--- config.mk ---
export PLATFORM = sky130hd
export DESIGN_NAME = pmod_ad1_reader
export DESIGN_NICKNAME = d
export VERILOG_FILES = /design/src/rtl/pmod_ad1_reader.sv
export SDC_FILE = /design/constraint.sdc
export NUM_CORES = 1
export LEC_CHECK = 0
export ABC_AREA = 1
export BUFFER_PORTS_ARGS = -buffer_cell sky130_fd_sc_hd__buf_2
export CAP_MARGIN = 20
export CORE_MARGIN = 3
export CORE_UTILIZATION = 46
export CTS_CLUSTER_DIAMETER = 150
export DETAILED_ROUTE_END_ITERATION = 10
export GPL_ROUTABILITY_DRIVEN = 1
export PLACE_DENSITY = 0.72
export SYNTH_ARGS = -nofsm -noshare
export SYNTH_HDL_FRONTEND = slang
export SYNTH_SLANG_ARGS = --single-unit
export TNS_END_PERCENT = 100
--- constraint.sdc ---
create_clock -name CLK -period 1.7 [get_ports CLK]
set_clock_uncertainty 0.05 [all_clocks]
set_input_delay 0.085 -clock CLK [delete_from_list [all_inputs] [get_ports CLK]]
set_output_delay 0.085 -clock CLK [all_outputs]
set_load 0.005 [all_outputs]
--- src/rtl/pmod_ad1_reader.sv ---
// PmodAD1 dual 12-bit ADC reader: a START rising edge runs one 16-SCLK frame and yields DATA0/DATA1 with a VALID pulse.
// Optional macro PMOD_AD1_OVERRUN_EN adds OVERRUN_CNT, a saturating count of START edges ignored while BUSY.
module pmod_ad1_reader #(
  parameter int CLK_DIV   = 4,
  parameter int QUIET_CYC = 8
) (
  input  logic        CLK,
  input  logic        RST,
  input  logic        START,
  input  logic        SDATA0,
  input  logic        SDATA1,
  output logic        CS_N,
  output logic        SCLK,
  output logic [11:0] DATA0,
  output logic [11:0] DATA1,
  output logic        VALID,
  output logic        BUSY
`ifdef PMOD_AD1_OVERRUN_EN
  ,
  output logic [7:0]  OVERRUN_CNT
`endif
);

  localparam int DW = (CLK_DIV > 1) ? $clog2(CLK_DIV) : 1;
  localparam int QW = (QUIET_CYC > 1) ? $clog2(QUIET_CYC) : 1;
  localparam logic [DW-1:0] DIV_LAST = DW'(CLK_DIV - 1);
  localparam logic [QW-1:0] Q_LAST   = QW'(QUIET_CYC - 1);

  typedef enum logic [1:0] {S_IDLE, S_CONVERT, S_QUIET} state_t;

  state_t          r_state;
  logic            r_start_q;
  logic            r_cs_n;
  logic            r_sclk;
  logic            r_valid;
  logic            r_busy;
  logic [DW-1:0]   r_div_cnt;
  logic [4:0]      r_bit_cnt;
  logic [QW-1:0]   r_q_cnt;
  logic [15:0]     r_sh0;
  logic [15:0]     r_sh1;
  logic [11:0]     r_data0;
  logic [11:0]     r_data1;

  logic w_edge;
  assign w_edge = START & ~r_start_q;

  always_ff @(posedge CLK) begin
    if (RST) begin
      // start_q resets high so a START already high at release is not an edge
      r_start_q <= 1'b1;
      r_state   <= S_IDLE;
      r_cs_n    <= 1'b1;
      r_sclk    <= 1'b1;
      r_valid   <= 1'b0;
      r_busy    <= 1'b0;
      r_div_cnt <= '0;
      r_bit_cnt <= '0;
      r_q_cnt   <= '0;
      r_sh0     <= '0;
      r_sh1     <= '0;
      r_data0   <= '0;
      r_data1   <= '0;
    end else begin
      r_start_q <= START;
      r_valid   <= 1'b0;
      case (r_state)
        S_IDLE: begin
          if (w_edge) begin
            r_state   <= S_CONVERT;
            r_busy    <= 1'b1;
            r_cs_n    <= 1'b0;
            r_sclk    <= 1'b1;
            r_div_cnt <= '0;
            r_bit_cnt <= '0;
          end
        end
        S_CONVERT: begin
          if (r_div_cnt == DIV_LAST) begin
            r_div_cnt <= '0;
            r_sclk    <= ~r_sclk;
            if (!r_sclk) begin
              r_sh0     <= {r_sh0[14:0], SDATA0};
              r_sh1     <= {r_sh1[14:0], SDATA1};
              r_bit_cnt <= r_bit_cnt + 5'd1;
              // 16th rising edge closes the frame with SCLK left high
              if (r_bit_cnt == 5'd15) begin
                r_state <= S_QUIET;
                r_cs_n  <= 1'b1;
                r_q_cnt <= '0;
                r_data0 <= {r_sh0[10:0], SDATA0};
                r_data1 <= {r_sh1[10:0], SDATA1};
                r_valid <= 1'b1;
              end
            end
          end else begin
            r_div_cnt <= r_div_cnt + DW'(1);
          end
        end
        S_QUIET: begin
          if (r_q_cnt == Q_LAST) begin
            r_state <= S_IDLE;
            r_busy  <= 1'b0;
          end else begin
            r_q_cnt <= r_q_cnt + QW'(1);
          end
        end
        default: begin
          r_state <= S_IDLE;
          r_busy  <= 1'b0;
          r_cs_n  <= 1'b1;
          r_sclk  <= 1'b1;
        end
      endcase
    end
  end

`ifdef PMOD_AD1_OVERRUN_EN
  logic [7:0] r_overrun_cnt;
  always_ff @(posedge CLK) begin
    if (RST) begin
      r_overrun_cnt <= '0;
    end else if (w_edge && (r_state != S_IDLE) && (r_overrun_cnt != 8'hFF)) begin
      r_overrun_cnt <= r_overrun_cnt + 8'd1;
    end
  end
  assign OVERRUN_CNT = r_overrun_cnt;
`endif

  assign CS_N  = r_cs_n;
  assign SCLK  = r_sclk;
  assign DATA0 = r_data0;
  assign DATA1 = r_data1;
  assign VALID = r_valid;
  assign BUSY  = r_busy;

endmodule

# Yosys cells after proc, flatten, opt, wreduce, memory -nomap -nowiden
# Index checks and enable logic that the tools add are counted.
dict set report classes {
  n_addsub 3
  eq_ne 11
  mux 29
  bitwise 6
  reduce_logical 13
}
# cell n
set ops {}
lappend ops {{$mux 5} 3}
lappend ops {{$reduce_and 5->1} 3}
lappend ops {{$mux 2} 7}
lappend ops {{$mux 3} 4}
lappend ops {{$ne 2x2->1 const B} 6}
lappend ops {{$pmux 5 s2} 1}
lappend ops {{$pmux 1 s3} 3}
lappend ops {{$reduce_and 3->1} 3}
lappend ops {{$mux 1} 8}
lappend ops {{$reduce_and 4->1} 2}
lappend ops {{$pmux 2 s3} 1}
lappend ops {{$pmux 3 s2} 1}
lappend ops {{$add 5x1->5 const B} 1}
lappend ops {{$eq 5x4->1 const B} 1}
lappend ops {{$not 1->1} 5}
lappend ops {{$eq 2x2->1 const B} 2}
lappend ops {{$pmux 2 s2} 1}
lappend ops {{$reduce_bool 2->1} 2}
lappend ops {{$reduce_or 4->1} 1}
lappend ops {{$add 3x1->3 const B} 1}
lappend ops {{$eq 3x3->1 const B} 1}
lappend ops {{$add 2x1->2 const B} 1}
lappend ops {{$eq 2x1->1 const B} 1}
lappend ops {{$logic_not 2->1} 1}
lappend ops {{other kinds (2)} 2}
dict set report word_totals {
  ff_bits 63
  in_bits 5
  output_inout_bits 28
  elab_cells 75
}

# Logic depth before layout (Yosys ltp)
# Gate-level depths: netlist (run 1).
dict set report logic_depth {
  depth_word 5
  ltp_mapped 9
  ltp_nobuf 9
}

# Worst setup path before layout (run 1)
# No wires, ideal clock.
dict set report synth_path {
  path_type {register to register}
  startpoint {register r_bit_cnt[0]}
  endpoint {register r_state[0]}
  setup_ps 117
  t_arrival_ps 1460
  required_ps 1533
  slack_ps 74
  path_stages_with_launch 10
  n_path_buf 0
  period_less_slack_ps 1626
  path_cell_list {dfxtp_1 > ha_1 > nand2_1 > nor2_1 > ha_1 > inv_1 > o21ai_0 > inv_1 > nor3_1 > nor2_1}
}
dict set report synth_via {
  elab_chain_len 3
}
# item line_no
set synth_rtl {}
lappend synth_rtl {{start, declared} 38} ;# logic [4:0] r_bit_cnt;
lappend synth_rtl {{start signal, assigned} 85} ;# r_bit_cnt <= r_bit_cnt + 5'd1;
lappend synth_rtl {{$eq 5x4->1} 87} ;# if (r_bit_cnt == 5'd15) begin
lappend synth_rtl {{$ne 2x2->1 (no source line)} --}
lappend synth_rtl {{$reduce_and 5->1 (no source line)} --}
lappend synth_rtl {{end signal, assigned} 88} ;# r_state <= S_QUIET;
lappend synth_rtl {{end signal, assigned} 102} ;# r_state <= S_IDLE;
lappend synth_rtl {{end signal, assigned} 109} ;# r_state <= S_IDLE;
lappend synth_rtl {{end, declared} 31} ;# state_t r_state;
# No other way between the ends.
# A chain may end at the register's enable or synchronous reset.

# Worst setup path in the final report (run 1)
# Same ends and word-level chain as after synthesis.

==> metrics.csv, run 1 <==
metric,value,unit
status,"finished, final reports clean",
die span in y,79.0,µm
Post-layout nets,352,
worst hold path class,in2reg,
Final GP Congestion,0.747,
Crit Path Max Fanout,3,
final WL,4790,µm
ys async rst share,0,%
sequential share of power,52.8,%
worst endpoint data arrival time,1.74,ns
Tot GR Track Use,17.0,%
Worst setup SP type,register,
CTS Buffer Depth,2,
Pint,2.15,mW
die area,0.00624,mm²
Cell Rows,25,
share of cells above drive strength 1,21.3,%
Mapped Cells,303,
Sw Pwr,0.733,mW
hpwl dp,3290,µm
first-pass GRT wire length,8270,µm
Port-buffer cells,32,
Synth warnings,0,
VDD IR-drop max,0.519,mV
Core ar.,0.00494,mm²
synth unique cells,24,
final core occ,59.0,%
Setup Crit Path Kind,reg2reg,
area grow syn2layout,18.8,%
vias in the first global route,1807,
PD cells,988,mW/mm²
period utilisation layout,92.2,%
ranking of synthesized cells by area,"dfxtp_1 (51%), nor2_1 (9.0%), o21ai_0 (5.5%)",
"area leader, netlist",dfxtp_1,
Fmax,638,MHz
num ports,33,
Initial DRC Count,182,
synthesized flop and latch total,63,
H-tree depth,3,
setup bufs post-CTS,0,
drc violations,0,
final number of max-transition violations,0,
largest net degree at the start of global routing,40,
fin cells,414,
drt wl/cell,11.6,µm
Clock Latency Late Sink,0.33,ns
relative slew slack,78.1,%
TritonCTS clock tree,built,
syn nets,313,
DR vias,1992,
"EDFF count, synth",0,
"Top FF cell, synth",dfxtp_1,
initial core utilization,49.6,%
clock share of power,40.2,%
"Seq/Total Area, Yosys",51.4,%
syn_area_per_cell,8.09,µm²
chip width,79.0,µm
final hold violations,0,
drt via density,4.81,
combinational fraction of design power,7.0,%
Tightest Pin Transition,0.328,ns
Sw Ratio,25.4,%
placed cells,395,
minimum clock period after layout,1.57,ns
Root Driver,clkbuf_8,
1st-pass router iterations,5,
mapped cell area,0.00245,mm²
CTS sink cnt,63,
clock slew at reported path FFs,0.07,ns
"top cells by count, synth","dfxtp_1 (63), nor2_1 (59), inv_1 (27), nand2_1 (27), o21ai_0 (27)",
antenna-violating nets left,0,
top-count cell post-synth,dfxtp_1,
CP Capture Type,register,
ant diodes,0,
WP data required,1.87,ns
Leak,1.28,nW
Setup Viol. Count Final,0,
max cap viols,0,
CTS buffer count,9,
Tot Pwr,2.88,mW
total gr overflow,0,
initial antenna violation count,0,
Synth top area share,51.4,%
-- metrics by stage --
step	hold WS [ns]	setup slack [ns]	setup TNS [ns]	instance area (µm²)
after global placement	0.271	0.0462	0	2670
final	0.0960	0.132	0	2910
after CTS	0.0773	0.0547	0	2880
after floorplan	0.113	0.0738	0	2450
after detailed placement	0.276	-0.0185	-0.0185	2670
after global routing	0.108	-0.0258	-0.0290	2910
-- final cells by class --
class	instances	area, µm²
clock buffers	10	138
repair buffers	41	251
inverters	29	109
fillers	471	2030
flip-flops and latches	63	1260
well taps	67	83.8
multi-input cells	198	1020
clock inverters	6	45.0
-- layer usage --
layer	GRT usage (%)	part of all wire [%]
met4	9.79	1.5
met1	22.9	50
met5	0	0
met3	3.85	4.4
met2	25.0	44
-- registers in the layout, indices dropped and copies added (netlist names) --
name	flops
DATA0	12
DATA1	12
r_sh0	11
r_sh1	11
r_bit_cnt	5
r_q_cnt	3
r_div_cnt	2
r_state	2
BUSY	1
CS_N	1
SCLK	1
VALID	1
r_start_q	1
-- kinds of logic after synthesis --
kind of cell / after synthesis / share of synthesized area [%]
AOI/OAI and AO/OA: 75 / 15.9
DFF: 63 / 51.4
buffers and inverters: 42 / 7.96
and+or+nand+nor: 118 / 22.2
adders and majority gates: 5 / 2.55
-- worst max-delay path, cell delays in order (launching register included) --
cell and delay, ns:
dfxtp_1 0.35, ha_1 0.18, nand2_1 0.08, nor2_2 0.09, ha_2 0.19, inv_2 0.07
o21ai_2 0.17, inv_1 0.07, nor3_2 0.16, nor2_1 0.05
-- power by group through the flow --
stage          logic [mW]  clock network [mW]  registers [mW]
2_1_floorplan       0.139                   0            1.55
3_3_place_gp        0.186                   0            1.55
3_5_place_dp        0.191                   0            1.55
4_1_cts             0.197                1.19            1.52
5_1_grt             0.233                1.26            1.52
6_report            0.202                1.16            1.52
-- final timing paths --
kind / end / startpoint / slack (ns) / cells after the start
hold / removal: BUSY / RST / 0.1 / 3
setup reg to reg: r_state[0] / r_bit_cnt[0] / 0.13 / 9
hold reg to reg: BUSY / BUSY / 0.41 / 2
setup / recovery: r_state[0] / r_bit_cnt[0] / 0.13 / 9
-- layout by cell type, fill, tap and decap left out, types with 3 or more instances in the layout --
cell	n
dfxtp_1	62
nor2_1	57
buf_2	32
nand2_1	27
inv_1	26
o21ai_0	24
a21oi_1	24
o21ai_1	19
nand3_1	17
clkbuf_8	10
a211oi_1	5
nand3b_1	4
ha_1	4
buf_4	4
inv_2	3
clkinvlp_4	3
dlygate4sd3_1	3
-- what timing repair did --
item	CTS	global route
hold buffers	3	0
gates resized for setup	1	12
endpoints found under the hold margin	5	0
setup endpoints to repair	1	28
pin swaps	0	2
Power figures use the tool's default switching activity.
==> run 2: changes to the inputs <==
- BUFFER_PORTS_ARGS: -buffer_cell sky130_fd_sc_hd__buf_2 -> default
- DONT_BUFFER_PORTS: default -> 1
- PLACE_DENSITY: 0.72 -> 0.66
- SLEW_MARGIN: default -> 20
==> run 2 against run 1 <==
Against the previous run: maximum frequency fell by 0.75%; critical path depth did not move; clock power rose by 3%.
==> metrics.csv, run 2 (same netlist as run 1, synthesis figures left out) <==
metric,value,unit
max cap viols,0,
WP data required,1.88,ns
worst endpoint data arrival time,1.76,ns
CTS buffer count,9,
initial antenna violation count,0,
die area,0.00624,mm²
Fmax,633,MHz
total gr overflow,0,
first-pass GRT wire length,8420,µm
worst hold path class,in2reg,
Initial DRC Count,108,
Core ar.,0.00494,mm²
unrepaired setup endpoints after global routing,false,
minimum clock period after layout,1.58,ns
Worst setup SP type,register,
final WL,4930,µm
area grow syn2layout,13.1,%
num ports,33,
drt via density,4.99,
antenna-violating nets left,0,
DR vias,1923,
ant diodes,0,
relative slew slack,59.4,%
1st-pass router iterations,4,
CTS sink cnt,63,
drc violations,0,
clock slew at reported path FFs,0.06,ns
period utilisation layout,92.9,%
H-tree depth,3,
Post-layout nets,324,
share of cells above drive strength 1,11.6,%
Root Driver,clkbuf_8,
Port-buffer cells,0,
post-route setup TNS,0,ns
Clock Latency Late Sink,0.34,ns
placed cells,365,
final hold violations,0,
Setup Viol. Count Final,0,
initial core utilization,49.6,%
CTS Buffer Depth,2,
TritonCTS clock tree,built,
Cell Rows,25,
status,"finished, final reports clean",
Setup Crit Path Kind,reg2reg,
"commonest non-fill, non-tap cell in the layout",dfxtp_1,
fin cells,385,
Tightest Pin Transition,0.607,ns
"commonest cells after routing, fill and taps aside","dfxtp_1 (62), nor2_1 (58), inv_1 (27), nand2_1 (27)",
largest net degree at the start of global routing,27,
VDD IR-drop max,0.623,mV
chip width,79.0,µm
drt wl/cell,12.8,µm
PD cells,1050,mW/mm²
CP Capture Type,register,
Crit Path Max Fanout,16,
hpwl dp,3330,µm
final number of max-transition violations,0,
die span in y,79.0,µm
Leak,1.16,nW
Final GP Congestion,0.847,
vias in the first global route,1782,
Tot GR Track Use,17.3,%
run 2: final timing paths:
| check | start | to | slack (ns) | depth (start not counted) |
|---|---|---|---|---|
| setup / recovery | r_bit_cnt[1] | DATA1[4] | 0.12 | 9 |
| hold / removal | RST | SCLK | 0.06 | 3 |
| setup reg to reg | r_bit_cnt[1] | DATA1[4] | 0.12 | 9 |
| hold reg to reg | r_sh0[3] | r_sh0[3] | 0.42 | 2 |
run 2: stage by stage:
step                      hold slack (ns)  setup WS (ns)  area (µm²)  utilization (%)  power, mW
final                              0.0583          0.120        2770             56.1       2.91
after global routing               0.0688        0.00933        2770             56.1       3.05
after CTS                          0.0488         0.0122        2750             55.7       2.93
after detailed placement            0.109         0.0202        2530             51.3       1.72
after global placement              0.108         0.0645        2530             51.3       1.72
after floorplan                     0.113         0.0738        2450                -       1.69
run 2: worst max-delay path, stage by stage, from the launching register on:
cell and delay, ns:
dfxtp_1 0.35, ha_1 0.17, nand2_1 0.07, nor2_1 0.10, ha_1 0.17, buf_4 0.12
nand2_4 0.08, buf_12 0.16, o21ai_1 0.15, nor2_1 0.05
run 2: layer usage:
metal	wire, µm	global-route usage [%]	up-vias
li1	-	-	1016
met1	2460	23.0	852
met2	2010	23.8	48
met3	408	7.71	7
met4	52	7.56	0
met5	0	0	-
run 2: report_power, final:
group / total (mW) / internal [mW] / switching (mW)
clock: 1.20 / 0.664 / 0.537
sequential: 1.53 / 1.50 / 0.0242
combinational: 0.182 / 0.0635 / 0.119
total: 2.91 / 2.23 / 0.680
run 2: what timing repair did:
item	4_1_cts	5_1_grt
endpoints found under the setup margin	0	16
resized for setup	0	7
endpoints found under the hold margin	18	0
buffers inserted	0	1
hold buffers	4	0
run 2: final cells by class:
| class | instances | area [µm²] |
|---|---|---|
| Clock buffer | 11 | 131 |
| Clock inverter | 4 | 47.5 |
| Fill cell | 494 | 2170 |
| Inverter | 29 | 109 |
| Multi-Input combinational cell | 198 | 1000 |
| Sequential cell | 63 | 1260 |
| Tap cell | 67 | 83.8 |
| Timing Repair Buffer | 13 | 136 |
